File: config.mk
export PLATFORM = sky130hd
export DESIGN_NAME = uart_cmd_assembler
export DESIGN_NICKNAME = d
export VERILOG_FILES = /design/src/rtl/uart_cmd_assembler.sv
export SDC_FILE = /design/constraint.sdc
export NUM_CORES = 1
export LEC_CHECK = 0
export CAP_MARGIN = 10
export CELL_PAD_IN_SITES_DETAIL_PLACEMENT = 1
export CELL_PAD_IN_SITES_GLOBAL_PLACEMENT = 1
export CORE_MARGIN = 5
export CORE_UTILIZATION = 38
export DETAILED_ROUTE_END_ITERATION = 12
export PLACE_DENSITY_LB_ADDON = 0.1
export SLEW_MARGIN = 0
export SYNTH_ARGS = -nofsm -noshare
export SYNTH_HDL_FRONTEND = slang
export SYNTH_SLANG_ARGS = --single-unit
export TNS_END_PERCENT = 30
File: constraint.sdc
create_clock -name clk -period 2.2 [get_ports clk]
set_input_delay 0.44 -clock clk [delete_from_list [all_inputs] [get_ports clk]]
set_output_delay 0.44 -clock clk [all_outputs]
set_load 0.01 [all_outputs]
File: src/rtl/uart_cmd_assembler.sv
// Assembles CMD_BYTES UART bytes into one command word and forwards response bytes to the UART tx.
// Optional inter-byte idle timeout: define UART_CMD_TIMEOUT_EN.
module uart_cmd_assembler #(
  parameter int CMD_BYTES      = 3,
  parameter int TIMEOUT_CYCLES = 2_000_000
) (
  input  logic                   clk,
  input  logic                   rst_n,
  input  logic                   rx_rdy,
  input  logic [7:0]             rx_data,
  output logic                   clr_rx_rdy,
  output logic [CMD_BYTES*8-1:0] cmd,
  output logic                   cmd_rdy,
  input  logic                   clr_cmd_rdy,
  input  logic                   send_resp,
  input  logic [7:0]             resp,
  output logic                   trmt,
  output logic [7:0]             tx_data,
  input  logic                   tx_done,
  output logic                   resp_busy,
  output logic                   timeout_err
);

  localparam int W  = CMD_BYTES * 8;
  localparam int CW = $clog2(CMD_BYTES + 1);

  typedef enum logic [1:0] {
    RX_WAIT,
    RX_ACK,
    RX_DROP
  } rx_st_e;

  typedef enum logic {
    TX_IDLE,
    TX_BUSY
  } tx_st_e;

  rx_st_e         rx_st_q, rx_st_d;
  logic [CW-1:0]  cnt_q, cnt_d;
  logic [W-1:0]   asm_q, asm_d;
  logic [W-1:0]   cmd_q, cmd_d;
  logic           cmd_rdy_q, cmd_rdy_d;
  logic           clr_q, clr_d;
  logic           take;

  tx_st_e         tx_st_q, tx_st_d;
  logic           trmt_q, trmt_d;
  logic [7:0]     tx_data_q, tx_data_d;
  logic           busy_q, busy_d;

`ifdef UART_CMD_TIMEOUT_EN
  localparam int TW = $clog2(TIMEOUT_CYCLES + 1);
  logic [TW-1:0]  idle_q, idle_d;
  logic           tmo_q, tmo_d;
`endif

  assign take = (rx_st_q == RX_WAIT) && rx_rdy && !cmd_rdy_q;

  always_comb begin
    rx_st_d   = rx_st_q;
    cnt_d     = cnt_q;
    asm_d     = asm_q;
    cmd_d     = cmd_q;
    cmd_rdy_d = cmd_rdy_q;
    clr_d     = 1'b0;
    if (clr_cmd_rdy) cmd_rdy_d = 1'b0;
    unique case (rx_st_q)
      RX_WAIT: begin
        if (take) begin
          clr_d   = 1'b1;
          rx_st_d = RX_ACK;
          if (cnt_q == CW'(CMD_BYTES - 1)) begin
            cmd_d     = {asm_q[W-9:0], rx_data};
            cmd_rdy_d = 1'b1;
            cnt_d     = '0;
            asm_d     = '0;
          end else begin
            asm_d = {asm_q[W-9:0], rx_data};
            cnt_d = cnt_q + 1'b1;
          end
        end
      end
      RX_ACK:  rx_st_d = RX_DROP;
      RX_DROP: if (!rx_rdy) rx_st_d = RX_WAIT;
      default: rx_st_d = RX_WAIT;
    endcase
`ifdef UART_CMD_TIMEOUT_EN
    idle_d = idle_q;
    tmo_d  = 1'b0;
    if (take) begin
      idle_d = '0;
    end else if (rx_st_q == RX_WAIT && cnt_q != '0 && !cmd_rdy_q) begin
      // Stalled partial command: throw it away
      if (idle_q == TW'(TIMEOUT_CYCLES - 1)) begin
        idle_d = '0;
        tmo_d  = 1'b1;
        cnt_d  = '0;
        asm_d  = '0;
      end else begin
        idle_d = idle_q + 1'b1;
      end
    end
`endif
  end

  always_comb begin
    tx_st_d   = tx_st_q;
    trmt_d    = 1'b0;
    tx_data_d = tx_data_q;
    busy_d    = busy_q;
    unique case (tx_st_q)
      TX_IDLE: begin
        if (send_resp) begin
          tx_data_d = resp;
          trmt_d    = 1'b1;
          busy_d    = 1'b1;
          tx_st_d   = TX_BUSY;
        end
      end
      TX_BUSY: begin
        if (tx_done) begin
          busy_d  = 1'b0;
          tx_st_d = TX_IDLE;
        end
      end
      default: tx_st_d = TX_IDLE;
    endcase
  end

  always_ff @(posedge clk or negedge rst_n) begin
    if (!rst_n) begin
      rx_st_q   <= RX_WAIT;
      cnt_q     <= '0;
      asm_q     <= '0;
      cmd_q     <= '0;
      cmd_rdy_q <= 1'b0;
      clr_q     <= 1'b0;
      tx_st_q   <= TX_IDLE;
      trmt_q    <= 1'b0;
      tx_data_q <= '0;
      busy_q    <= 1'b0;
    end else begin
      rx_st_q   <= rx_st_d;
      cnt_q     <= cnt_d;
      asm_q     <= asm_d;
      cmd_q     <= cmd_d;
      cmd_rdy_q <= cmd_rdy_d;
      clr_q     <= clr_d;
      tx_st_q   <= tx_st_d;
      trmt_q    <= trmt_d;
      tx_data_q <= tx_data_d;
      busy_q    <= busy_d;
    end
  end

`ifdef UART_CMD_TIMEOUT_EN
  always_ff @(posedge clk or negedge rst_n) begin
    if (!rst_n) begin
      idle_q <= '0;
      tmo_q  <= 1'b0;
    end else begin
      idle_q <= idle_d;
      tmo_q  <= tmo_d;
    end
  end

  assign timeout_err = tmo_q;
`else
  assign timeout_err = 1'b0;
`endif

  assign clr_rx_rdy = clr_q;
  assign cmd        = cmd_q;
  assign cmd_rdy    = cmd_rdy_q;
  assign trmt       = trmt_q;
  assign tx_data    = tx_data_q;
  assign resp_busy  = busy_q;

endmodule

# == Word level (Yosys, flattened, before mapping) ==
# Cells that the tools add are included.
# totals
output_inout_bits,37
in_bits,22
register_bits,57
# op_classes
muxes,18
n_bitwise,1
eq_ne,7
add_sub_neg,1
reduce_logical,9
# op_table
operator,n
$mux 16,1
$mux 1,11
$ne 2x2->1 const B,4
$reduce_and 2->1,4
$mux 2,3
$pmux 2 s3,1
$eq 2x2->1 const B,2
$pmux 1 s2,2
$reduce_and 3->1,1
$add 2x1->2 const B,1
$eq 2x1->1 const B,1
$logic_and 1x1->1,2
$logic_not 2->1,1
$logic_not 1->1,1
$not 1->1,1

# == Longest topological paths before layout ==
# logic_depth
ltp_word,5
depth_mapped,6
mapped_depth_nobuf,4

# == Worst setup path before layout ==
# Ideal clock, no wire load.
# synth_timing
path_type,reg2reg
from,register rx_st_q[1]
to,"register cmd_q[10], in the netlist cmd[10]"
arrival_ns,1.687
n_path_buf,2
path_stages_with_launch,6
path_slack_ns,0.388
required_ns,2.075
cell_sequence,dfrtp_1 or4b_1 or2_1 buf_6 buf_6 mux2_4
# synth_via
elab_chain_len,4
# synth_lines
item,line,rtl
start: declaration,38,"rx_st_e rx_st_q, rx_st_d;"
start signal: assignment,143,rx_st_q <= rx_st_d;
$logic_not 2->1 (*),"57, 67",
$logic_and 1x1->1 (2 in a row),57,assign take = (rx_st_q == RX_WAIT) && rx_rdy && !cmd_rdy_q;
$reduce_and 3->1 (no source line) (*),-,
end signal: assignment,146,cmd_q <= cmd_d;
end: declaration,41,"logic [W-1:0] cmd_q, cmd_d;"
# Mark *: on every way between the ends. The rest lies on a longest branch, timed or not.
# A chain may end at the register's enable or synchronous reset.

# == Worst setup path after layout ==
# layout_timing
from,input port rx_rdy
to,"register cmd_q[11], in the netlist cmd[11]"
# layout_via
elab_chain_len,3
# layout_lines
item,line,rtl
start: declaration,9,"input logic rx_rdy,"
$logic_and 1x1->1 (2 in a row),57,
$reduce_and 3->1 (no source line),-,
# Every way passes these cells.

==> results by group <==
Finish
  – # diodes: 0
  – Final instance area: 0.00309 mm²
  – Reg area: 0.00143 mm²
  – Fillcell total: 614
  – Area Growth Syn to Fin: 37.9%
  – Area of the multi-input gates: 721 µm²
  – Post-layout nets: 259
  – Layout Cells excl Fill: 316
  – Fraction of layout instances using a drive strength above 1: 0.237

Min path
  – Worst Hold Class: primary input to asynchronous set/reset pin

Routing
  – Pre-antenna DRT Iters: 4
  – Post-route ant nets: 0
  – Detailed router's first-iteration violation count: 72
  – Via count: 1,479
  – Post-route DRC: 0
  – Final wirelength: 4860 µm
  – DR vias/cell: 4.68
  – Avg WL per Cell: 15.4 µm

Worst setup path
  – Worst setup EP type: flop
  – Slowest CP cell: clkdlybuf4s50_1
  – Arr. time, crit path: 2220 ps
  – R2R depth: 4
  – Worst Setup Start Kind: primary input
  – CP delay by family, top: buffers and inverters
  – Worst reg2reg endpoint: cmd[11]
  – Max incr delay on CP: 490 ps
  – RR Startpoint: rx_st_q[1]
  – Count of buffer and inverter cells on the critical path: 2
  – Crit-path max FO: 14
  – Crit Path Class: primary input to flop
  – R2r setup slk: 320 ps
  – Required time of the critical path: 2410 ps
  – Cells along the critical path: clkdlybuf4s50_1 -> or4b_1 -> or2_1 -> buf_4 -> mux2_4

Clock network
  – Clock Tree Buf Depth: 2
  – TritonCTS clock tree: built
  – H-tree levels: 3
  – Clk root buf: clkbuf_8
  – Clk sink count: 57
  – Post-CTS Setup Bufs: 0
  – Latest clock arrival within the worst-skew pair: 330 ps
  – Worst-path clk slew: 60 ps
  – CTS hold repair buffers: 0
  – Resize count post-CTS: 0
  – CTS Buf Count: 9

Placement
  – Pre-CTS setup slack: -146 ps
  – Number of port buffers: 57
  – Dpl cells: 301
  – Hpwl dp: 3440 µm
  – Placement Cell Area: 0.00291 mm²
  – RePlAce Congestion: 0.709

Global route
  – First-pass GRT wire length: 8360 µm
  – GR Util All Layers: 0.147
  – Largest net degree at the start of global routing: 41
  – Vias in the first global route: 1,677
  – Initial antenna violation count: 0
  – Global route overflow: 0

Synthesis
  – Part of the Yosys area used for sequential elements: 0.637
  – Synthesized Nets: 193
  – FF+latch count, synth: 57
  – Simple-gate share of the synthesized area: 0.113
  – Avg Synthesized Cell Area: 13.1 µm²
  – Mux share of post-synthesis cell area: 0.193
  – Yosys warns: 0
  – Complex-gate fraction of the synthesized area: 0.0140
  – Post-synthesis cell type count: 19
  – Mapped cell area: 0.00224 mm²
  – Adder-cell area share of the yosys netlist: 0
  – Cells after synthesis: 171
  – Largest family of logic cells by synthesized area: multiplexers
  – Synth Area in XOR/XNOR: 0

Status
  – Status: complete, no violations

Die
  – CORE AREA: 0.00582 mm²
  – Top Ports: 59
  – Die area: 0.00753 mm²
  – Die height: 86.8 µm
  – Row cnt: 28
  – Chip width: 86.8 µm
  – Initial Util: 0.385

Timing
  – Final setup viols: 0
  – Slew Limit Fails: 0
  – RSZ-0062 raised after global routing: no
  – Fmax: 496 MHz
  – Tmin final: 2010 ps
  – Tcrit/Tclk final: 0.916
  – Max Clock Skew: 6.34 ps
  – Final worst setup slack: 186 ps
  – Endpoints failing hold: 0

Pwr
  – Pwr per Cell Area: 1320 mW/mm²
  – Leakage power: 1.51 nW
  – Maximum vdd drop: 0.695 mV
  – Total Power: 4.07 mW

Run
  – Max Cap Viol: 0
==> layer usage <==
metal,share of wire,vias up,track usage
met2,0.48,45,0.237
met3,0.063,10,0.0390
li1,-,691,-
met5,0,-,0
met4,0.019,0,0.0765
met1,0.44,733,0.180
==> area by class of cell <==
type                       count  share of cell area
clock buffer                  12              0.0535
inverter                       6             0.00729
tap                           75              0.0304
timing repair buffer          66               0.209
multi-input combinational     97               0.233
sequential                    57               0.462
clock inverter                 3             0.00486
==> worst max-delay path by stage <==
stage               slack (ps)  cells after the start       start       to
CTS                        210                      5      rx_rdy  cmd[11]
detailed placement        -150                      5      rx_rdy  cmd[11]
global placement           -90                      5      rx_rdy  cmd[13]
global route               160                      5      rx_rdy  cmd[11]
finish                     190                      5      rx_rdy  cmd[11]
floorplan                  390                      5  rx_st_q[1]  cmd[10]
==> report_power, final <==
group	internal, mW	leakage, nW	switching, mW	total [mW]
combinational	0.890	0.690	0.607	1.50
clock	0.488	0.0980	0.389	0.877
sequential	1.46	0.718	0.243	1.70
total	2.84	1.51	1.24	4.07
==> Yosys cell counts <==
cell | count | area (µm²)
dfrtp_1 | 57 | 1430
nand2b_1 | 1 | 6.26
or4b_1 | 1 | 10.0
clkbuf_1 | 5 | 18.8
mux2_2 | 13 | 146
conb_1 | 1 | 3.75
a21oi_1 | 1 | 5.00
buf_2 | 2 | 10.0
nor2b_1 | 1 | 6.26
buf_6 | 3 | 33.8
mux2_4 | 19 | 285
o22ai_1 | 1 | 6.26
nand3_1 | 18 | 90.1
nand2_1 | 34 | 128
nor2_1 | 2 | 7.51
buf_4 | 1 | 7.51
inv_1 | 6 | 22.5
o21ai_0 | 4 | 20.0
or2_1 | 1 | 6.26
==> placed cells by master, fill, tap and decap left out <==
cell / Yosys / final
dfrtp_1: 57 / 57
mux2_2: 13 / 13
nor2_1: 2 / 2
inv_1: 6 / 6
o22ai_1: 1 / 1
nand3_1: 18 / 18
buf_2: 2 / 1
nand2_1: 34 / 34
buf_12: 0 / 1
conb_1: 1 / 1
or4b_1: 1 / 1
nand2b_1: 1 / 1
clkdlybuf4s50_1: 0 / 56
a21oi_1: 1 / 1
o21ai_0: 4 / 4
or2_1: 1 / 1
clkinv_2: 0 / 3
buf_4: 1 / 8
clkbuf_8: 0 / 12
nor2b_1: 1 / 1
mux2_4: 19 / 19
==> sequential cells by signal, indices dropped and copies added, names as in the netlist <==
signal and cells:
asm_q 16, tx_data 8, cnt_q 2, tx_st_q 1
clr_rx_rdy 1, cmd_rdy 1, resp_busy 1, cmd 24
trmt 1, rx_st_q 2
==> logic make-up after synthesis <==
group / after synthesis
AO/OA/AOI/OAI: 6
buffers and inverters: 17
flip-flops: 57
multiplexers: 32
other: 1
AND/OR/NAND/NOR: 58
==> per-stage QoR <==
step,utilization,hold slack [ps],setup TNS [ps]
global route,0.531,89.2,0
detailed placement,0.500,414,-2820
finish,0.531,55.5,0
CTS,0.531,55.4,0
global placement,0.500,396,-1740
floorplan,-,144,0
Power figures use the tool's default switching activity.
